===== src/rtl/xor_sweep_pkg.sv =====
// Shared definitions for the XOR equivalence sweep: FSM state encoding and the golden XOR.
package xor_sweep_pkg;

    localparam logic [1:0] ST_IDLE   = 2'd0;
    localparam logic [1:0] ST_SETTLE = 2'd1;
    localparam logic [1:0] ST_CHECK  = 2'd2;
    localparam logic [1:0] ST_DONE   = 2'd3;

    // Reference result; callers pass zero-extended operands and truncate the result.
    function automatic logic [31:0] xor_golden(input logic [31:0] a, input logic [31:0] b);
        return a ^ b;
    endfunction

endpackage


===== src/rtl/sat_counter.sv =====
// Saturating up-counter with synchronous clear; clear wins over increment.
module sat_counter #(
    parameter int W = 16
) (
    input  logic         clk,
    input  logic         rst,
    input  logic         inc,
    input  logic         clr,
    output logic [W-1:0] cnt
);

    logic [W-1:0] cnt_q;
    logic [W-1:0] cnt_d;

    always_comb begin
        cnt_d = cnt_q;
        if (clr) begin
            cnt_d = '0;
        end else if (inc && (cnt_q != {W{1'b1}})) begin
            cnt_d = cnt_q + 1'b1;
        end
    end

    always_ff @(posedge clk or posedge rst) begin
        if (rst) begin
            cnt_q <= '0;
        end else begin
            cnt_q <= cnt_d;
        end
    end

    assign cnt = cnt_q;

endmodule


===== src/rtl/xor_sweep_controller.sv =====
// Sweeps every operand pair through two XOR implementations, compares them against the golden
// XOR, counts mismatches and captures the first failing vector.
module xor_sweep_controller
    import xor_sweep_pkg::*;
#(
    parameter int WIDTH         = 1,
    parameter int SETTLE_CYCLES = 2,
    parameter int ERR_CNT_W     = 16
) (
    input  logic                 clk,
    input  logic                 rst,
    input  logic                 start,
    output logic [WIDTH-1:0]     op_a,
    output logic [WIDTH-1:0]     op_b,
    input  logic [WIDTH-1:0]     res_beh,
    input  logic [WIDTH-1:0]     res_str,
    output logic                 busy,
    output logic                 done,
    output logic                 pass,
    output logic [ERR_CNT_W-1:0] err_count,
    output logic                 first_err_valid,
    output logic [WIDTH-1:0]     first_err_a,
    output logic [WIDTH-1:0]     first_err_b,
    output logic [1:0]           state_dbg
);

    localparam int VW  = 2 * WIDTH;
    localparam int SCW = (SETTLE_CYCLES > 1) ? $clog2(SETTLE_CYCLES) : 1;
    localparam logic [SCW-1:0] SETTLE_LOAD = SCW'(SETTLE_CYCLES - 1);

    logic [1:0]       state_q, state_d;
    logic [VW-1:0]    vec_q, vec_d;
    logic [SCW-1:0]   settle_q, settle_d;
    logic             fev_q, fev_d;
    logic [WIDTH-1:0] fa_q, fa_d;
    logic [WIDTH-1:0] fb_q, fb_d;
    logic             pass_q, pass_d;
    logic             err_inc, err_clr;
    logic             start_ok;
    logic             vec_last;
    logic             mismatch;
    logic [WIDTH-1:0] golden;

    // op_b occupies the LSBs so the sweep order is 00,01,10,11 for WIDTH=1.
    assign op_a     = vec_q[VW-1:WIDTH];
    assign op_b     = vec_q[WIDTH-1:0];
    assign vec_last = &vec_q;
    assign start_ok = start && ((state_q == ST_IDLE) || (state_q == ST_DONE));
    assign golden   = WIDTH'(xor_golden(32'(op_a), 32'(op_b)));
    assign mismatch = (res_beh != res_str) || (res_beh != golden);

    always_ff @(posedge clk or posedge rst) begin
        if (rst) begin
            state_q <= ST_IDLE;
        end else begin
            state_q <= state_d;
        end
    end

    always_comb begin
        state_d = state_q;
        case (state_q)
            ST_IDLE, ST_DONE: if (start) state_d = ST_SETTLE;
            ST_SETTLE:        if (settle_q == '0) state_d = ST_CHECK;
            ST_CHECK:         state_d = vec_last ? ST_DONE : ST_SETTLE;
            default:          state_d = ST_IDLE;
        endcase
    end

    always_comb begin
        busy      = (state_q == ST_SETTLE) || (state_q == ST_CHECK);
        done      = (state_q == ST_DONE);
        state_dbg = state_q;
    end

    always_comb begin
        vec_d    = vec_q;
        settle_d = settle_q;
        fev_d    = fev_q;
        fa_d     = fa_q;
        fb_d     = fb_q;
        pass_d   = pass_q;
        err_inc  = 1'b0;
        err_clr  = 1'b0;
        if (start_ok) begin
            vec_d    = '0;
            settle_d = SETTLE_LOAD;
            fev_d    = 1'b0;
            fa_d     = '0;
            fb_d     = '0;
            pass_d   = 1'b0;
            err_clr  = 1'b1;
        end else if (state_q == ST_SETTLE) begin
            if (settle_q != '0) settle_d = settle_q - 1'b1;
        end else if (state_q == ST_CHECK) begin
            err_inc = mismatch;
            if (mismatch && !fev_q) begin
                fev_d = 1'b1;
                fa_d  = op_a;
                fb_d  = op_b;
            end
            // The last compare lands on this edge, so pass must fold in its own mismatch.
            if (vec_last) begin
                pass_d = (err_count == '0) && !mismatch;
            end else begin
                vec_d    = vec_q + 1'b1;
                settle_d = SETTLE_LOAD;
            end
        end
    end

    always_ff @(posedge clk or posedge rst) begin
        if (rst) begin
            vec_q    <= '0;
            settle_q <= '0;
            fev_q    <= 1'b0;
            fa_q     <= '0;
            fb_q     <= '0;
            pass_q   <= 1'b0;
        end else begin
            vec_q    <= vec_d;
            settle_q <= settle_d;
            fev_q    <= fev_d;
            fa_q     <= fa_d;
            fb_q     <= fb_d;
            pass_q   <= pass_d;
        end
    end

    sat_counter #(.W(ERR_CNT_W)) u_err_cnt (
        .clk (clk),
        .rst (rst),
        .inc (err_inc),
        .clr (err_clr),
        .cnt (err_count)
    );

    assign pass            = pass_q;
    assign first_err_valid = fev_q;
    assign first_err_a     = fa_q;
    assign first_err_b     = fb_q;

endmodule

===== config.mk =====
export PLATFORM = sky130hd
export DESIGN_NAME = xor_sweep_controller
export DESIGN_NICKNAME = d
export VERILOG_FILES = /design/src/rtl/xor_sweep_pkg.sv /design/src/rtl/sat_counter.sv /design/src/rtl/xor_sweep_controller.sv
export SDC_FILE = /design/constraint.sdc
export NUM_CORES = 1
export LEC_CHECK = 0
export ABC_AREA = 1
export ABC_CLOCK_PERIOD_IN_PS = 1800
export BUFFER_PORTS_ARGS = -buffer_cell sky130_fd_sc_hd__clkbuf_2
export CAP_MARGIN = 20
export CELL_PAD_IN_SITES_DETAIL_PLACEMENT = 0
export CELL_PAD_IN_SITES_GLOBAL_PLACEMENT = 2
export CORE_UTILIZATION = 28
export CTS_BUF_LIST = sky130_fd_sc_hd__clkbuf_2
export DETAILED_ROUTE_END_ITERATION = 6
export GPL_TIMING_DRIVEN = 0
export PLACE_DENSITY_LB_ADDON = 0.1
export SETUP_SLACK_MARGIN = 0.4
export SYNTH_ARGS = -nofsm -noshare
export SYNTH_HDL_FRONTEND = slang
export SYNTH_HIERARCHICAL = 1
export SYNTH_SLANG_ARGS = --single-unit

===== constraint.sdc =====
create_clock -name clk -period 1.8 [get_ports clk]
set_input_delay 0.27 -clock clk [delete_from_list [all_inputs] [get_ports clk]]
set_output_delay 0.27 -clock clk [all_outputs]
set_load 0.01 [all_outputs]

### Word-level counts from Yosys, hierarchy flattened

Index checks and enable logic that the tools add are counted.
W data, S select, Z words.

* register bits: 25
* latch bits: 0
* memory bits (writable): 0
* ROM bits: 0
* word-level logic and storage cells: 81
* memories: 0

* $add $sub $neg: 3
* multiply operators: 0
* div/mod/pow operators: 0
* $lt $le $gt $ge: 0
* equality and inequality tests: 11
* shifts and indexed selects: 0
* multiplexer cells: 35
* bitwise logic cells: 1
* reduce and logical (&&, ||, !) cells: 23

Operators by type and width (number)
* $mux W16: 2
* $mux W1: 25
* $add A16 B1 Y16 const B: 1
* $logic_not A16 Y1: 1
* $ne A16 B16 Y1 const B: 1
* $mux W2: 7
* $reduce_and A3 Y1: 3
* $ne A2 B2 Y1 const B: 4
* $reduce_bool A2 Y1: 4
* $pmux W2 S3: 1
* $reduce_and A2 Y1: 3
* $eq A2 B2 Y1 const B: 2
* $logic_and A1 B1 Y1: 4
* $logic_or A1 B1 Y1: 3
* $ne A3 B2 Y1 const B: 1
* $reduce_bool A3 Y1: 1
* $add A2 B1 Y2 const B: 1
* $eq A2 B1 Y1 const B: 1
* $logic_not A1 Y1: 2
* $logic_not A2 Y1: 1
* $ne A1 B1 Y1: 2
* $reduce_or A2 Y1: 1
* $sub A1 B1 Y1 const B: 1
* $xor A1 B1 Y1: 1

### Depth between registers and ports, before layout

* depth in word-level cells: 9
* depth in mapped cells: 13
* depth with buffers taken out: 13

### Hierarchy

The synthesis kept the hierarchy.

Modules (own cells, without submodules)
* sat_counter: instances 1, cells each 161, area each 1081.0 µm², sequential area each 400.4 µm²
* xor_sweep_controller: instances 1, cells each 83, area each 599.3 µm², sequential area each 225.2 µm²

### Worst setup path after synthesis

No wires, ideal clock.

* path type: register to register
* from: reg state_q[0], in the netlist state_dbg[0]
* to: reg u_err_cnt.cnt_q[12], in the netlist u_err_cnt/cnt[12]
* setup time: 0.066 ns
* data arrival time: 1.913 ns
* required time: 1.734 ns
* slack: -0.179 ns
* cell stages (with the launch flop): 12
* path buffers: 1
* cells stage by stage: dfrtp_1 inv_1 ha_1 nand2_4 inv_4 nor2_1 and3_1 inv_1 nor2_2 buf_2 nand4_1 nand2_1

* elaborated cells between the ends (all ways): 13
* classes of those cells: eq/ne: 3; mux: 5; reduce/logical: 5

RTL lines
* start: declaration: line xor_sweep_controller.sv:31 `logic [1:0] state_q, state_d;`
* start signal: assignment: line xor_sweep_controller.sv:56 `state_q <= state_d;`
* $eq A2 B2 Y1 or $logic_not A2 Y1 (tied branches): line xor_sweep_controller.sv:48 `assign start_ok = start && ((state_q == ST_IDLE) || (state_q == ST_DONE));`
* $logic_or A1 B1 Y1 (*): line xor_sweep_controller.sv:48
* $logic_and A1 B1 Y1 (*): line xor_sweep_controller.sv:48
* $mux W1 (*): line xor_sweep_controller.sv:85 `if (start_ok) begin`
* named net err_clr: line xor_sweep_controller.sv:38 `logic err_inc, err_clr;`
* $mux W16 or $reduce_bool A2 Y1 (tied branches)
* end signal: assignment: line sat_counter.sv:28 `cnt_q <= cnt_d;`
* end: declaration: line sat_counter.sv:12 `logic [W-1:0] cnt_q;`

Mark *: on every way through the listed nets, which the timed path passes. The rest lies on a longest branch.
A chain may end at the register's enable or synchronous reset.

### Worst setup path in the final report

* from: reg state_q[1], in the netlist state_dbg[1]
* to: reg u_err_cnt.cnt_q[14], in the netlist u_err_cnt/cnt[14]

The elaborated chain is that of the path after synthesis.

==> flow_summary.json <==
{
  "outcome": "finished with violations",
  "violations": "negative setup slack",
  "whs_endpoint": "state_dbg[0]",
  "grt_setup_unrepaired": "yes",
  "cts_buffers": 3,
  "r2r_slack_ns": -0.04,
  "p_per_area_mw_per_mm2": 1110,
  "antenna_found_initial": 0,
  "min-delay-start": "start",
  "antennaDiodeCount": 0,
  "hold_viol_final": 0,
  "crit_type": "reg2reg",
  "syn_nets": 255,
  "grt_pass1_wl_um": 8090,
  "crit_path_max_incr_delay_ns": 0.52,
  "synth_edf_count": 0,
  "p_leak_nw": 1.24,
  "avgRoutedWirePerCell_um": 13.3,
  "rr_startpoint": "state_dbg[1]",
  "postPlaceCellArea_mm2": 0.00196,
  "die_x_um": 79.5,
  "crit_buf_inv": 2,
  "drt_iter0_markers": 75,
  "final_common_cell": "nand2_1",
  "drv_slew": 0,
  "clock_latency_ns": 0.40,
  "row_count": 27,
  "finClkSkew_ns": 0.0341,
  "critPathCaptureType": "register",
  "routed_wl_um": 5110,
  "grt_usage_pct": 16.9,
  "path_cells": "ha_4, nand2_8, inv_8, nor2_4, and3_4, inv_4, nor2_1, nand3_1, nor2_2, nand3_1, nand2_1, nor2_1",
  "grt_max_degree": 17,
  "yosys.cell_types.count": 31,
  "synthArstFlopShare_pct": 100,
  "clockBufferDepth": 2,
  "worst_setup_path_start_kind": "register",
  "gp_congestion": 0.740,
  "clk_pin_slew_worst_paths_ns": 0.32,
  "dp_hpwl_um": 3500,
  "io_buffers": 30,
  "fin_nets": 323,
  "crit_family": "simple AND/OR/NAND/NOR gates",
  "pre_cts_slack_ns": -0.133,
  "overflow": 0,
  "cp_num_cells": 12,
  "period_minus_slack_ns": 1.84,
  "layout_setup_ws_ns": -0.0353,
  "syn_area_per_cell_um2": 6.89,
  "synth_ff_type": "dfrtp_1",
  "r2r-end": "u_err_cnt/cnt[14]",
  "finalCritPeriodShare_pct": 102,
  "clock_sinks": 25,
  "setup_viol": 7,
  "coreArea_mm2": 0.00564,
  "start_util_pct": 29.8,
  "dr_total_vias": 1748,
  "die-area_mm2": 0.00632,
  "power.total_mw": 2.71,
  "hold_class": "in2reg",
  "htree_levels": 1,
  "max_cap_viol_count": 0,
  "post_drt_via_cell_ratio": 4.56,
  "crit_fanout": 4,
  "min_path_cells": 3,
  "crit_slowest_cell": "dfrtp_2",
  "yosysWarnings": 6,
  "final_area_mm2": 0.00243,
  "nFillCells": 612,
  "ys_ff_latch": 25,
  "arrival_ns": 2.14,
  "firstDrtPassIters": 4,
  "tritoncts": "yes",
  "seq_area_frac_synth_pct": 37.2,
  "cp.required_ns": 2.11,
  "area_delta_synth_final_pct": 44.9,
  "ant_nets": 0,
  "ir_drop_v": 0.000703,
  "synth_cells": 244,
  "slew_headroom_pct": 53.6,
  "root_buffer": "clkbuf_2",
  "fmax_ghz": 0.545,
  "io_pins": 31,
  "worstMarginPinSlew_ns": 0.695,
  "synth_area_mm2": 0.00168,
  "final_cell_mix": "nand2_1 (72), nor2_1 (27), inv_1 (26)",
  "die_h_um": 79.5,
  "grt_pass1_vias": 1538,
  "drive_gt1_share_pct": 37.9,
  "ff2ff_path_depth": 12,
  "drc": 0
}
-- timing repair --
action,CTS,global route
gates cloned,2,0
resized for setup,27,39
endpoints found under the setup margin,28,44
hold buffers,1,0
pin swaps,14,17
buffers inserted,14,16
hold endpoints to repair,25,0
-- worst register-to-register path, cell delays in order, from the launching register on --
cell and delay, ns:
dfrtp_2 0.52, ha_4 0.28, nand2_8 0.07, inv_8 0.03, nor2_4 0.07, and3_4 0.20
inv_4 0.05, nor2_1 0.10, nand3_1 0.09, nor2_2 0.15, nand3_1 0.09, nand2_1 0.06
nor2_1 0.04
-- metal layers --
| metal | wire length, µm | vias up | GRT usage [%] |
|---|---|---|---|
| li1 | - | 909 | - |
| met1 | 2780 | 812 | 26.8 |
| met2 | 2200 | 25 | 24.1 |
| met3 | 106 | 2 | 1.71 |
| met4 | 23 | 0 | 3.82 |
| met5 | 0 | - | 0 |
-- report_power, final --
part | internal, mW | switching (mW)
Sequential | 0.659 | 0.0766
Clock | 0.0583 | 0.210
Combinational | 0.775 | 0.927
Total | 1.49 | 1.21
-- Yosys cell counts (2+ instances only) --
cell type,number,area share (%)
nand2_4,2,1.3
nand2_1,83,19
ha_1,6,4.5
xor2_1,2,1.0
dfrtp_1,25,37
nor2_2,2,0.74
nor2_1,32,7.1
a21oi_1,4,1.2
nand2_2,2,0.74
nor2_4,4,2.7
o21ai_0,4,1.2
nand3_1,18,5.4
nand4_1,12,4.5
nand3b_1,2,0.89
inv_1,29,6.5
o21ai_1,2,0.60
-- flip-flops by register name (all words and copies together) (netlist names) --
name	cells
first_err_valid	1
settle_q	1
pass	1
vec_q	2
u_err_cnt/cnt	16
first_err_a	1
first_err_b	1
state_dbg	2
-- worst max-delay path by stage --
stage	start	endpoint
6_report	state_dbg[1]	u_err_cnt/cnt[14]
5_1_grt	state_dbg[1]	u_err_cnt/cnt[1]
4_1_cts	state_dbg[0]	u_err_cnt/cnt[12]
3_5_place_dp	state_dbg[0]	u_err_cnt/cnt[14]
3_3_place_gp	u_err_cnt/cnt[0]	u_err_cnt/cnt[12]
2_1_floorplan	state_dbg[0]	u_err_cnt/cnt[14]
-- layout make-up --
class	instances	area (µm²)	area share, %
repair buffers	63	478	19.6
clock inverters	1	8.76	0.360
multi-input cells	184	1050	43.0
plain buffers	3	30.0	1.23
clock buffers	3	15.0	0.617
inverters	32	130	5.34
flip-flops and latches	25	637	26.2
well taps	72	90.1	3.70
-- cells by family (layout without fill, tap and decap cells) --
family | Yosys count | after routing | share of synthesized area, %
DFF | 25 | 25 | 37.2
xor gates and xnor gates | 3 | 3 | 1.56
adders and majority gates | 6 | 6 | 4.47
AOI/OAI and AO/OA | 14 | 14 | 4.69
buffers and inverters | 35 | 102 | 8.49
and+or+nand+nor | 161 | 161 | 43.6
-- metrics by stage --
step                      hold slack (ns)  utilization [%]  instances  TNS, ns
after global placement              0.265             34.8        346    -1.47
after global routing                0.229             43.2        383    -1.61
final                               0.256             43.2        383   -0.195
after floorplan                    0.0979                -        244        0
after CTS                           0.220             39.2        367   -0.471
after detailed placement            0.268             34.8        346    -1.53
Note: power is estimated with default switching activity, not from simulation.
